`src/rtl/fft_irq_pkg.sv`:
```
// Shared types and helpers for the FFT interrupt controller.
`timescale 1ns/1ps
package fft_irq_pkg;

  typedef enum logic [1:0] {
    IRQ_IDLE     = 2'd0,
    IRQ_COALESCE = 2'd1,
    IRQ_ACTIVE   = 2'd2
  } irq_state_t;

  localparam int SRC_DONE     = 0;
  localparam int SRC_ERROR    = 1;
  localparam int SRC_OVERFLOW = 2;
  localparam int SRC_RESCALE  = 3;
  localparam int SRC_BUF_SWAP = 4;
  localparam int SRC_EXT0     = 5;
  localparam int SRC_EXT1     = 6;
  localparam int SRC_EXT2     = 7;

  localparam int COAL_CNT_W = 8;
  localparam int TIMER_W    = 16;

  // Callers zero-extend their source vector; supports up to 32 sources.
  function automatic logic [COAL_CNT_W-1:0] popcount(input logic [31:0] v);
    logic [COAL_CNT_W-1:0] n;
    n = '0;
    for (int i = 0; i < 32; i++) begin
      n = n + COAL_CNT_W'(v[i]);
    end
    return n;
  endfunction

  function automatic logic [COAL_CNT_W-1:0] sat_add(input logic [COAL_CNT_W-1:0] a,
                                                    input logic [COAL_CNT_W-1:0] b);
    logic [COAL_CNT_W:0] sum;
    sum = {1'b0, a} + {1'b0, b};
    return sum[COAL_CNT_W] ? {COAL_CNT_W{1'b1}} : sum[COAL_CNT_W-1:0];
  endfunction

endpackage

```
`src/rtl/fft_irq_ctrl_sync.sv`:
```
// Two-flop synchronizer for a bus of independent level signals.
`timescale 1ns/1ps
module fft_irq_sync #(
  parameter int WIDTH = 8
) (
  input  logic             clk,
  input  logic             rst_n,
  input  logic [WIDTH-1:0] d,
  output logic [WIDTH-1:0] q
);

  logic [WIDTH-1:0] s1;
  logic [WIDTH-1:0] s2;

  always_ff @(posedge clk or negedge rst_n) begin
    if (!rst_n) begin
      s1 <= '0;
      s2 <= '0;
    end else begin
      s1 <= d;
      s2 <= s1;
    end
  end

  assign q = s2;

endmodule

```
`src/rtl/fft_irq_ctrl.sv`:
```
// FFT interrupt controller: sticky W1C status, enable masking, count/timeout coalescing into irq_o.
// Define FFT_IRQ_SYNC_EN to synchronize evt_i from a foreign clock (adds 2 cycles of latency).
`timescale 1ns/1ps
module fft_irq_ctrl
  import fft_irq_pkg::*;
#(
  parameter int                 NUM_SRC      = 8,
  parameter logic [NUM_SRC-1:0] EDGE_MASK    = {NUM_SRC{1'b1}},
  parameter int                 COAL_THRESH  = 1,
  parameter int                 COAL_TIMEOUT = 0
) (
  input  logic               pclk_i,
  input  logic               preset_n_i,
  input  logic [NUM_SRC-1:0] evt_i,
  input  logic [NUM_SRC-1:0] int_enable_i,
  input  logic               clr_valid_i,
  input  logic [NUM_SRC-1:0] clr_mask_i,
  output logic [NUM_SRC-1:0] int_status_o,
  output logic               irq_o,
  output logic [7:0]         coal_cnt_o,
  output logic [1:0]         irq_state_o
);

  localparam logic [COAL_CNT_W-1:0] THRESH     = COAL_CNT_W'(COAL_THRESH);
  localparam logic [TIMER_W-1:0]    TIMEOUT    = TIMER_W'(COAL_TIMEOUT);
  localparam bit                    TIMEOUT_EN = (COAL_TIMEOUT != 0);

  logic [NUM_SRC-1:0] evt_cur;
  logic [NUM_SRC-1:0] evt_prev;
  logic [NUM_SRC-1:0] set;
  logic [NUM_SRC-1:0] clr_bits;
  logic [NUM_SRC-1:0] status;
  logic [NUM_SRC-1:0] status_next;

  logic                  pend_q;
  logic [COAL_CNT_W-1:0] nset_q;

  irq_state_t            state, state_next;
  logic [COAL_CNT_W-1:0] coal_cnt, cnt_next;
  logic [TIMER_W-1:0]    timer, timer_next;
  logic                  irq_q;

`ifdef FFT_IRQ_SYNC_EN
  fft_irq_sync #(
    .WIDTH (NUM_SRC)
  ) u_sync (
    .clk   (pclk_i),
    .rst_n (preset_n_i),
    .d     (evt_i),
    .q     (evt_cur)
  );

  always_ff @(posedge pclk_i or negedge preset_n_i) begin
    if (!preset_n_i) evt_prev <= '0;
    else             evt_prev <= evt_cur;
  end
`else
  assign evt_cur = evt_i;

  always_ff @(posedge pclk_i or negedge preset_n_i) begin
    if (!preset_n_i) evt_prev <= '0;
    else             evt_prev <= evt_i;
  end
`endif

  // Edge sources fire once per rising edge; level sources re-set every cycle they are high.
  assign set = (evt_cur & ~evt_prev & EDGE_MASK) | (evt_cur & ~EDGE_MASK);

  // Set is OR-ed after the clear so a coincident event is never lost.
  assign clr_bits    = clr_valid_i ? clr_mask_i : '0;
  assign status_next = (status & ~clr_bits) | set;

  always_ff @(posedge pclk_i or negedge preset_n_i) begin
    if (!preset_n_i) begin
      status <= '0;
      pend_q <= 1'b0;
      nset_q <= '0;
    end else begin
      status <= status_next;
      pend_q <= |(status_next & int_enable_i);
      nset_q <= popcount(32'(set & int_enable_i));
    end
  end

  always_comb begin
    state_next = state;
    cnt_next   = coal_cnt;
    timer_next = timer;
    case (state)
      IRQ_IDLE: begin
        if (pend_q) begin
          cnt_next   = nset_q;
          timer_next = '0;
          state_next = (cnt_next >= THRESH) ? IRQ_ACTIVE : IRQ_COALESCE;
        end
      end
      IRQ_COALESCE: begin
        if (!pend_q) begin
          state_next = IRQ_IDLE;
          cnt_next   = '0;
          timer_next = '0;
        end else begin
          cnt_next   = sat_add(coal_cnt, nset_q);
          timer_next = (timer == {TIMER_W{1'b1}}) ? timer : timer + TIMER_W'(1);
          if ((cnt_next >= THRESH) || (TIMEOUT_EN && (timer_next == TIMEOUT))) begin
            state_next = IRQ_ACTIVE;
          end
        end
      end
      IRQ_ACTIVE: begin
        if (!pend_q) begin
          state_next = IRQ_IDLE;
          cnt_next   = '0;
          timer_next = '0;
        end else begin
          cnt_next = sat_add(coal_cnt, nset_q);
        end
      end
      default: begin
        state_next = IRQ_IDLE;
        cnt_next   = '0;
        timer_next = '0;
      end
    endcase
  end

  always_ff @(posedge pclk_i or negedge preset_n_i) begin
    if (!preset_n_i) begin
      state    <= IRQ_IDLE;
      coal_cnt <= '0;
      timer    <= '0;
      irq_q    <= 1'b0;
    end else begin
      state    <= state_next;
      coal_cnt <= cnt_next;
      timer    <= timer_next;
      irq_q    <= (state_next == IRQ_ACTIVE);
    end
  end

  assign int_status_o = status;
  assign irq_o        = irq_q;
  assign coal_cnt_o   = coal_cnt;
  assign irq_state_o  = state;

endmodule

```
`config.mk`:
```
export PLATFORM = sky130hd
export DESIGN_NAME = fft_irq_ctrl
export DESIGN_NICKNAME = d
export VERILOG_FILES = /design/src/rtl/fft_irq_pkg.sv /design/src/rtl/fft_irq_ctrl_sync.sv /design/src/rtl/fft_irq_ctrl.sv
export SDC_FILE = /design/constraint.sdc
export NUM_CORES = 1
export LEC_CHECK = 0
export ABC_CLOCK_PERIOD_IN_PS = 7550
export CORE_MARGIN = 5
export CORE_UTILIZATION = 53
export DETAILED_ROUTE_END_ITERATION = 6
export PLACE_DENSITY = 0.85
export SETUP_SLACK_MARGIN = 0.1
export SLEW_MARGIN = 40
export SYNTH_ARGS = -nofsm -noshare
export SYNTH_HDL_FRONTEND = slang
export SYNTH_HIERARCHICAL = 1
export SYNTH_SLANG_ARGS = --single-unit
```
`constraint.sdc`:
```
create_clock -name pclk_i -period 7.55 [get_ports pclk_i]
set_input_delay 2.265 -clock pclk_i [delete_from_list [all_inputs] [get_ports pclk_i]]
set_output_delay 2.265 -clock pclk_i [all_outputs]
set_load 0.05 [all_outputs]
```
==> impl_metrics.sql, run 1 <==
INSERT INTO impl_metrics (metric_group, metric, value, unit) VALUES
('sta', 'maxSlewViolCount', '0', ''),
('route', 'routed_wl', '4472', 'um'),
('cells_and_area', 'insertedDiodeCount', '0', ''),
('setup_path', 'worstPathRequired', '7.79', 'ns'),
('route', 'detailedRoute.firstIterationViolations', '119', ''),
('run', 'cap_viol_max_count', '0', ''),
('clocking', 'cts.reportedPaths.clkPinSlew', '0.12', 'ns'),
('synth', 'synth_warnings', '6', ''),
('sta', 'timing.setup.tns', '0', 'ns'),
('synth', 'yosysTopAreaCellShare', '0.4284', ''),
('route', 'detail_route.drc_violations', '0', ''),
('route', 'wl_met3', '276', 'um'),
('floorplan', 'io-pin-count', '46', ''),
('floorplan', 'floorplan.core_area', '0.003363', 'mm2'),
('synth', 'syn_nets', '235', ''),
('place', 'dp.final_hpwl', '3484', 'um'),
('setup_path', 'timing.critical_path.from', 'evt_i[0]', ''),
('global_routing', 'groute.usage.overall', '0.2044', ''),
('cells_and_area', 'layout-drive-gt1-share', '0.05785', ''),
('clocking', 'post_cts_resized', '0', ''),
('clocking', 'worst_skew_pair.late_latency', '0.35', 'ns'),
('floorplan', 'initial_utilization', '0.5558', ''),
('setup_path', 'max_stage_delay', '0.48', 'ns'),
('floorplan', 'rows', '21', ''),
('hold_path', 'hp-start', 'evt_prev[3]', ''),
('route', 'met2_length', '2325', 'um'),
('hold_path', 'hold_path.class', 'reg2reg', ''),
('synth', 'syn-cell-area', '0.001869', 'mm2'),
('clocking', 'cts_max_level', '2', ''),
('floorplan', 'die_area', '0.004815', 'mm2'),
('clocking', 'cts_inserted_buffers', '5', ''),
('sta', 'worst_hold_slack', '0.5006', 'ns'),
('sta', 'skew', '0.01005', 'ns'),
('global_routing', 'global_route.overflow_total', '0', ''),
('sta', 'timing.final.setup_violations', '0', ''),
('sta', 'finalCriticalPeriod', '5.076', 'ns'),
('global_routing', 'grt_max_degree', '33', ''),
('route', 'detail-route-antenna-nets', '0', ''),
('place', 'numPortBuffers', '45', ''),
('route', 'wl_met1', '1814', 'um'),
('power', 'power.density_cell_area', '286.5', 'mW/mm2'),
('setup_path', 'worst_r2r_startpoint', 'evt_prev[1]', ''),
('place', 'placement.cell_area', '0.002369', 'mm2'),
('setup_path', 'critical_path.n_buffers_inverters', '5', ''),
('sta', 'relSlewSlack', '0.5666', ''),
('global_routing', 'global_route_wire_length_before_repair', '7866', 'um'),
('synth', 'leading_area_contributor_after_synthesis', 'sky130_fd_sc_hd__dfrtp_1', ''),
('synth', 'synth.ff_latch_count', '32', ''),
('clocking', 'ctsHoldBuffers', '0', ''),
('floorplan', 'die_y', '69.39', 'um'),
('synth', 'async_flop_share', '1.000', ''),
('synth', 'synth_seq_area_share', '0.4284', ''),
('sta', 'finalCritPeriodShare', '0.6723', ''),
('setup_path', 'timing.critical_path.arrival', '5.31', 'ns'),
('clocking', 'ctsLongestPathBuffers', '2', ''),
('clocking', 'cts.root.buffer_cell', 'sky130_fd_sc_hd__clkbuf_4', ''),
('synth', 'post_synth_num_cell_types', '41', ''),
('route', 'firstDrtPassIters', '6', ''),
('sta', 'min_setup_slack_post_route', '2.474', 'ns'),
('global_routing', 'grt_antenna_before_repair', '0', ''),
('global_routing', 'first_global_vias', '1711', ''),
('place', 'gp_congestion', '0.9000', ''),
('route', 'vias', '1661', ''),
('sta', 'max_freq', '0.1970', 'GHz'),
('setup_path', 'timing.critical_path.cells', 'clkdlybuf4s50_1 > inv_1 > nor3b_1 > fa_1 > inv_1 > fa_1 > fa_1 > inv_1 > ha_1 > inv_1 > fa_1 > xnor2_1', ''),
('status', 'status', 'finished, final reports clean', ''),
('clocking', 'tritoncts', 'built', ''),
('floorplan', 'die_x', '69.39', 'um'),
('synth', 'synth_enable_flop_cells', '0', ''),
('cells_and_area', 'fin_area', '0.002449', 'mm2'),
('synth', 'synth_flop_cell', 'sky130_fd_sc_hd__dfrtp_1', '');
-- layout by cell type (no fill, tap or decap), types with 7 or more instances in the layout --
master / count
sky130_fd_sc_hd__a21oi_1: 11
sky130_fd_sc_hd__clkdlybuf4s50_1: 45
sky130_fd_sc_hd__dfrtp_1: 32
sky130_fd_sc_hd__ha_1: 11
sky130_fd_sc_hd__inv_1: 16
sky130_fd_sc_hd__nand2_1: 26
sky130_fd_sc_hd__nor2b_1: 7
sky130_fd_sc_hd__o21ai_0: 14
-- flip-flops by register name (all words and copies together) (netlist names) --
signal,count
nset_q,4
pend_q,1
evt_prev,8
int_status_o,8
coal_cnt_o,8
irq_state_o,2
irq_o,1
-- where the power goes --
group	total [mW]	switching [mW]	leakage [nW]	internal (mW)
Combinational	0.346	0.207	0.661	0.139
Clock	0.135	0.0662	0.0412	0.0690
Sequential	0.221	0.0236	0.392	0.197
-- metal layers --
metal,up-vias,global-route usage
li1,782,-
met1,816,0.2456
met2,56,0.3506
met3,7,0.06377
met4,0,0.05857
met5,-,0
-- cell usage after synthesis (3+ instances only) --
| library cell | n |
|---|---|
| sky130_fd_sc_hd__a211oi_1 | 3 |
| sky130_fd_sc_hd__a21o_1 | 5 |
| sky130_fd_sc_hd__a21oi_1 | 11 |
| sky130_fd_sc_hd__a22oi_1 | 5 |
| sky130_fd_sc_hd__clkbuf_1 | 3 |
| sky130_fd_sc_hd__dfrtp_1 | 32 |
| sky130_fd_sc_hd__fa_1 | 5 |
| sky130_fd_sc_hd__ha_1 | 11 |
| sky130_fd_sc_hd__inv_1 | 16 |
| sky130_fd_sc_hd__nand2_1 | 26 |
| sky130_fd_sc_hd__nand2b_1 | 3 |
| sky130_fd_sc_hd__nand3_1 | 3 |
| sky130_fd_sc_hd__nor2_1 | 3 |
| sky130_fd_sc_hd__nor2b_1 | 7 |
| sky130_fd_sc_hd__nor3_1 | 4 |
| sky130_fd_sc_hd__nor3b_1 | 5 |
| sky130_fd_sc_hd__nor4_1 | 3 |
| sky130_fd_sc_hd__o21ai_0 | 14 |
| sky130_fd_sc_hd__o22ai_1 | 4 |
-- area by class of cell --
type	instances	area, um2
Timing Repair Buffer	46	457.9
Fill cell	295	914.6
Clock inverter	3	42.54
Clock buffer	5	37.54
Tap cell	46	57.56
Sequential cell	32	800.8
Inverter	16	60.06
Multi-Input combinational cell	140	992.2
-- through the flow --
stage | utilization | total power, mW | std cells
global placement | 0.7042 | 0.5587 | 280
floorplan | - | 0.4625 | 192
detailed placement | 0.7042 | 0.5667 | 280
CTS | 0.7281 | 0.7031 | 288
finish | 0.7281 | 0.7015 | 288
global route | 0.7281 | 0.7481 | 288
-- worst paths after layout --
| path | endpoint | slack [ns] | cells past startpoint |
|---|---|---|---|
| min in group asynchronous | coal_cnt_o[1] | 2.30 | 2 |
| worst max-delay path | nset_q[2] | 2.47 | 12 |
| worst min register to register | int_status_o[3] | 0.50 | 1 |
| max in group asynchronous | int_status_o[7] | 4.95 | 2 |
| worst max register to register | nset_q[2] | 4.51 | 10 |
| worst min-delay path | int_status_o[3] | 0.50 | 1 |
-- cells by family (layout without fill, tap and decap cells) --
| group | Yosys count | after routing | synth area share |
|---|---|---|---|
| and+or+nand+nor | 62 | 62 | 0.1714 |
| AOI/OAI and AO/OA | 59 | 59 | 0.2182 |
| DFF | 32 | 32 | 0.4284 |
| buffers and inverters | 20 | 70 | 0.04083 |
| adders and majority gates | 16 | 16 | 0.1272 |
| xor gates and xnor gates | 3 | 3 | 0.01406 |
(Power assumes the default switching activity.)
==> run 2, diff against run 1 <==
ABC_CLOCK_PERIOD_IN_PS = 5200   (was 7550)
CORE_UTILIZATION = 49   (was 53)
PLACE_DENSITY = 0.79   (was 0.85)
clock period = 5.2 ns   (was 7.55 ns; I/O delays follow)
==> impl_metrics.sql, run 2 (same netlist as run 1, synthesis figures left out) <==
INSERT INTO impl_metrics (metric_group, metric, value, unit) VALUES
('setup_path', 'max_stage_delay', '0.47', 'ns'),
('clocking', 'worst_skew_pair.late_latency', '0.29', 'ns'),
('route', 'firstDrtPassIters', '4', ''),
('global_routing', 'global_route.overflow_total', '0', ''),
('floorplan', 'rows', '22', ''),
('floorplan', 'die_area', '0.005150', 'mm2'),
('floorplan', 'floorplan.core_area', '0.003689', 'mm2'),
('route', 'routedWlPerCell', '14.68', 'um'),
('hold_path', 'timing.hold.worst_path_depth', '1', ''),
('power', 'fin_total_pwr', '1.061', 'mW'),
('setup_path', 'r2r_setup_slack', '2.20', 'ns'),
('place', 'numPortBuffers', '45', ''),
('setup_path', 'worst_reg2reg_path_endpoint', 'nset_q[2]', ''),
('cells_and_area', 'insertedDiodeCount', '0', ''),
('route', 'detail_route.drc_violations', '0', ''),
('sta', 'max_freq', '0.2273', 'GHz'),
('global_routing', 'groute.usage.overall', '0.1810', ''),
('power', 'pwr-share-comb', '0.472', ''),
('power', 'power.density_cell_area', '427.6', 'mW/mm2'),
('global_routing', 'global_route_wire_length_before_repair', '7341', 'um'),
('floorplan', 'initial_utilization', '0.5068', ''),
('setup_path', 'worst_setup_path_start_kind', 'primary input', ''),
('power', 'irDropWorstVdd', '0.2259', 'mV'),
('floorplan', 'die_x', '71.77', 'um'),
('route', 'routed_wl', '4258', 'um'),
('clocking', 'ctsLongestPathBuffers', '2', ''),
('global_routing', 'grt_antenna_before_repair', '0', ''),
('hold_path', 'hp-start', 'evt_prev[2]', ''),
('cells_and_area', 'flow.area_growth_from_synthesis', '32.80', '%'),
('power', 'power_switching', '431.7', 'uW'),
('setup_path', 'ff2ff_path_depth', '10', ''),
('setup_path', 'worst_r2r_startpoint', 'evt_prev[3]', ''),
('sta', 'timing.final.setup_violations', '0', ''),
('setup_path', 'critical_path.endpoint_type', 'flip-flop', ''),
('cells_and_area', 'layout_common_cells', '45 x sky130_fd_sc_hd__clkdlybuf4s50_1, 32 x sky130_fd_sc_hd__dfrtp_1, 26 x sky130_fd_sc_hd__nand2_1, 16 x sky130_fd_sc_hd__inv_1, 14 x sky130_fd_sc_hd__o21ai_0', ''),
('status', 'status', 'finished, final reports clean', ''),
('setup_path', 'critPathSlowestCell', 'sky130_fd_sc_hd__clkdlybuf4s50_1', ''),
('power', 'p_int', '629.8', 'uW'),
('global_routing', 'first_global_vias', '1668', ''),
('setup_path', 'timing.critical_path.cells', 'clkdlybuf4s50_1 > inv_1 > nor3b_1 > fa_1 > inv_1 > fa_1 > fa_1 > inv_1 > ha_1 > inv_1 > fa_1 > xnor2_1', ''),
('setup_path', 'timing.critical_path.arrival', '4.57', 'ns'),
('clocking', 'cts.reportedPaths.clkPinSlew', '0.07', 'ns'),
('clocking', 'tritoncts', 'built', ''),
('clocking', 'post_cts_resized', '0', ''),
('clocking', 'ctsHoldBuffers', '0', ''),
('sta', 'relSlewSlack', '0.5434', ''),
('setup_path', 'worstPathRequired', '5.37', 'ns'),
('floorplan', 'die_y', '71.77', 'um'),
('hold_path', 'holdPathEnd', 'int_status_o[2]', ''),
('route', 'vias', '1599', ''),
('cells_and_area', 'layout-drive-gt1-share', '0.05785', ''),
('sta', 'finalCritPeriodShare', '0.8459', ''),
('clocking', 'clock_sink_count', '32', ''),
('place', 'gp_congestion', '0.9169', ''),
('cells_and_area', 'fin_nets', '284', ''),
('sta', 'timing.setup.tns', '0', 'ns'),
('run', 'cap_viol_max_count', '0', ''),
('power', 'share_seq_of_total_power', '0.304', ''),
('route', 'detail-route-antenna-nets', '0', ''),
('power', 'power.static_leakage', '1.107', 'nW'),
('setup_path', 'crit_family', 'adder cells', ''),
('sta', 'skew', '0.007113', 'ns'),
('route', 'vias_per_cell', '5.514', ''),
('sta', 'tightestPinTransition', '0.6787', 'ns'),
('clocking', 'post_cts.repair.setup_buffers', '0', ''),
('power', 'p_sw_frac', '0.4067', ''),
('setup_path', 'critical_path.n_buffers_inverters', '5', ''),
('sta', 'maxSlewViolCount', '0', ''),
('sta', 'hold_violations', '0', ''),
('sta', 'finalCriticalPeriod', '4.399', 'ns'),
('clocking', 'cts_max_level', '2', ''),
('clocking', 'cts.root.buffer_cell', 'sky130_fd_sc_hd__clkbuf_8', ''),
('hold_path', 'hold_path.class', 'reg2reg', ''),
('place', 'dp.final_hpwl', '3242', 'um'),
('clocking', 'cts_inserted_buffers', '5', ''),
('setup_path', 'worstSetupPathType', 'in2reg', ''),
('global_routing', 'grt_max_degree', '33', ''),
('route', 'detailedRoute.firstIterationViolations', '104', ''),
('setup_path', 'crit_path_max_fanout', '2', ''),
('sta', 'setup_repair_after_global_routing_missed_its_margin', 'no', ''),
('power', 'share_clk_of_total_power', '0.224', ''),
('floorplan', 'io-pin-count', '46', ''),
('cells_and_area', 'final_common_cell', 'sky130_fd_sc_hd__clkdlybuf4s50_1', '');
## run 2: cell types whose count changed in the layout (fill, tap and decap cells not counted)
cell and change:
sky130_fd_sc_hd__clkbuf_8 +5, sky130_fd_sc_hd__clkbuf_4 -5
## run 2: how the worst max path moves through the flow
stage                          from   endpoint  depth (start not counted)
global placement           evt_i[1]  nset_q[2]                         12
global route               evt_i[0]  nset_q[2]                         12
CTS                        evt_i[3]  nset_q[2]                         12
finish                     evt_i[3]  nset_q[2]                         12
detailed placement         evt_i[3]  nset_q[2]                         12
floorplan           int_enable_i[0]  nset_q[2]                         10
## run 2: metal layers
layer  part of all wire  GRT usage
met3              0.070    0.05330
met2               0.49     0.3122
met1               0.43     0.2127
met5                  0          0
met4             0.0042    0.06472
## run 2: area by class of cell
class	instances	area (um2)
fillers	316	1206
multi-input cells	140	992.2
flip-flops and latches	32	800.8
repair buffers	46	457.9
clock buffers	5	68.82
inverters	16	60.06
well taps	48	60.06
clock inverters	3	42.54
## run 2: power by group through the flow
stage / Clock, mW / Sequential, mW / Combinational [mW]
6_report: 0.238 / 0.322 / 0.501
2_1_floorplan: 0 / 0.417 / 0.254
5_1_grt: 0.256 / 0.329 / 0.549
3_5_place_dp: 0 / 0.327 / 0.496
3_3_place_gp: 0 / 0.326 / 0.488
4_1_cts: 0.244 / 0.322 / 0.500
## run 2: through the flow
stage | instances | hold WS (ns) | cell area, um2 | utilization | worst slack (ns)
3_3_place_gp | 282 | 0.4899 | 2371 | 0.6428 | 0.5643
4_1_cts | 290 | 0.5056 | 2482 | 0.6730 | 0.7839
2_1_floorplan | 192 | 0.4677 | 1869 | - | 1.096
5_1_grt | 290 | 0.5280 | 2482 | 0.6730 | 0.5358
3_5_place_dp | 282 | 0.4959 | 2371 | 0.6428 | 0.4732
6_report | 290 | 0.5032 | 2482 | 0.6730 | 0.8012
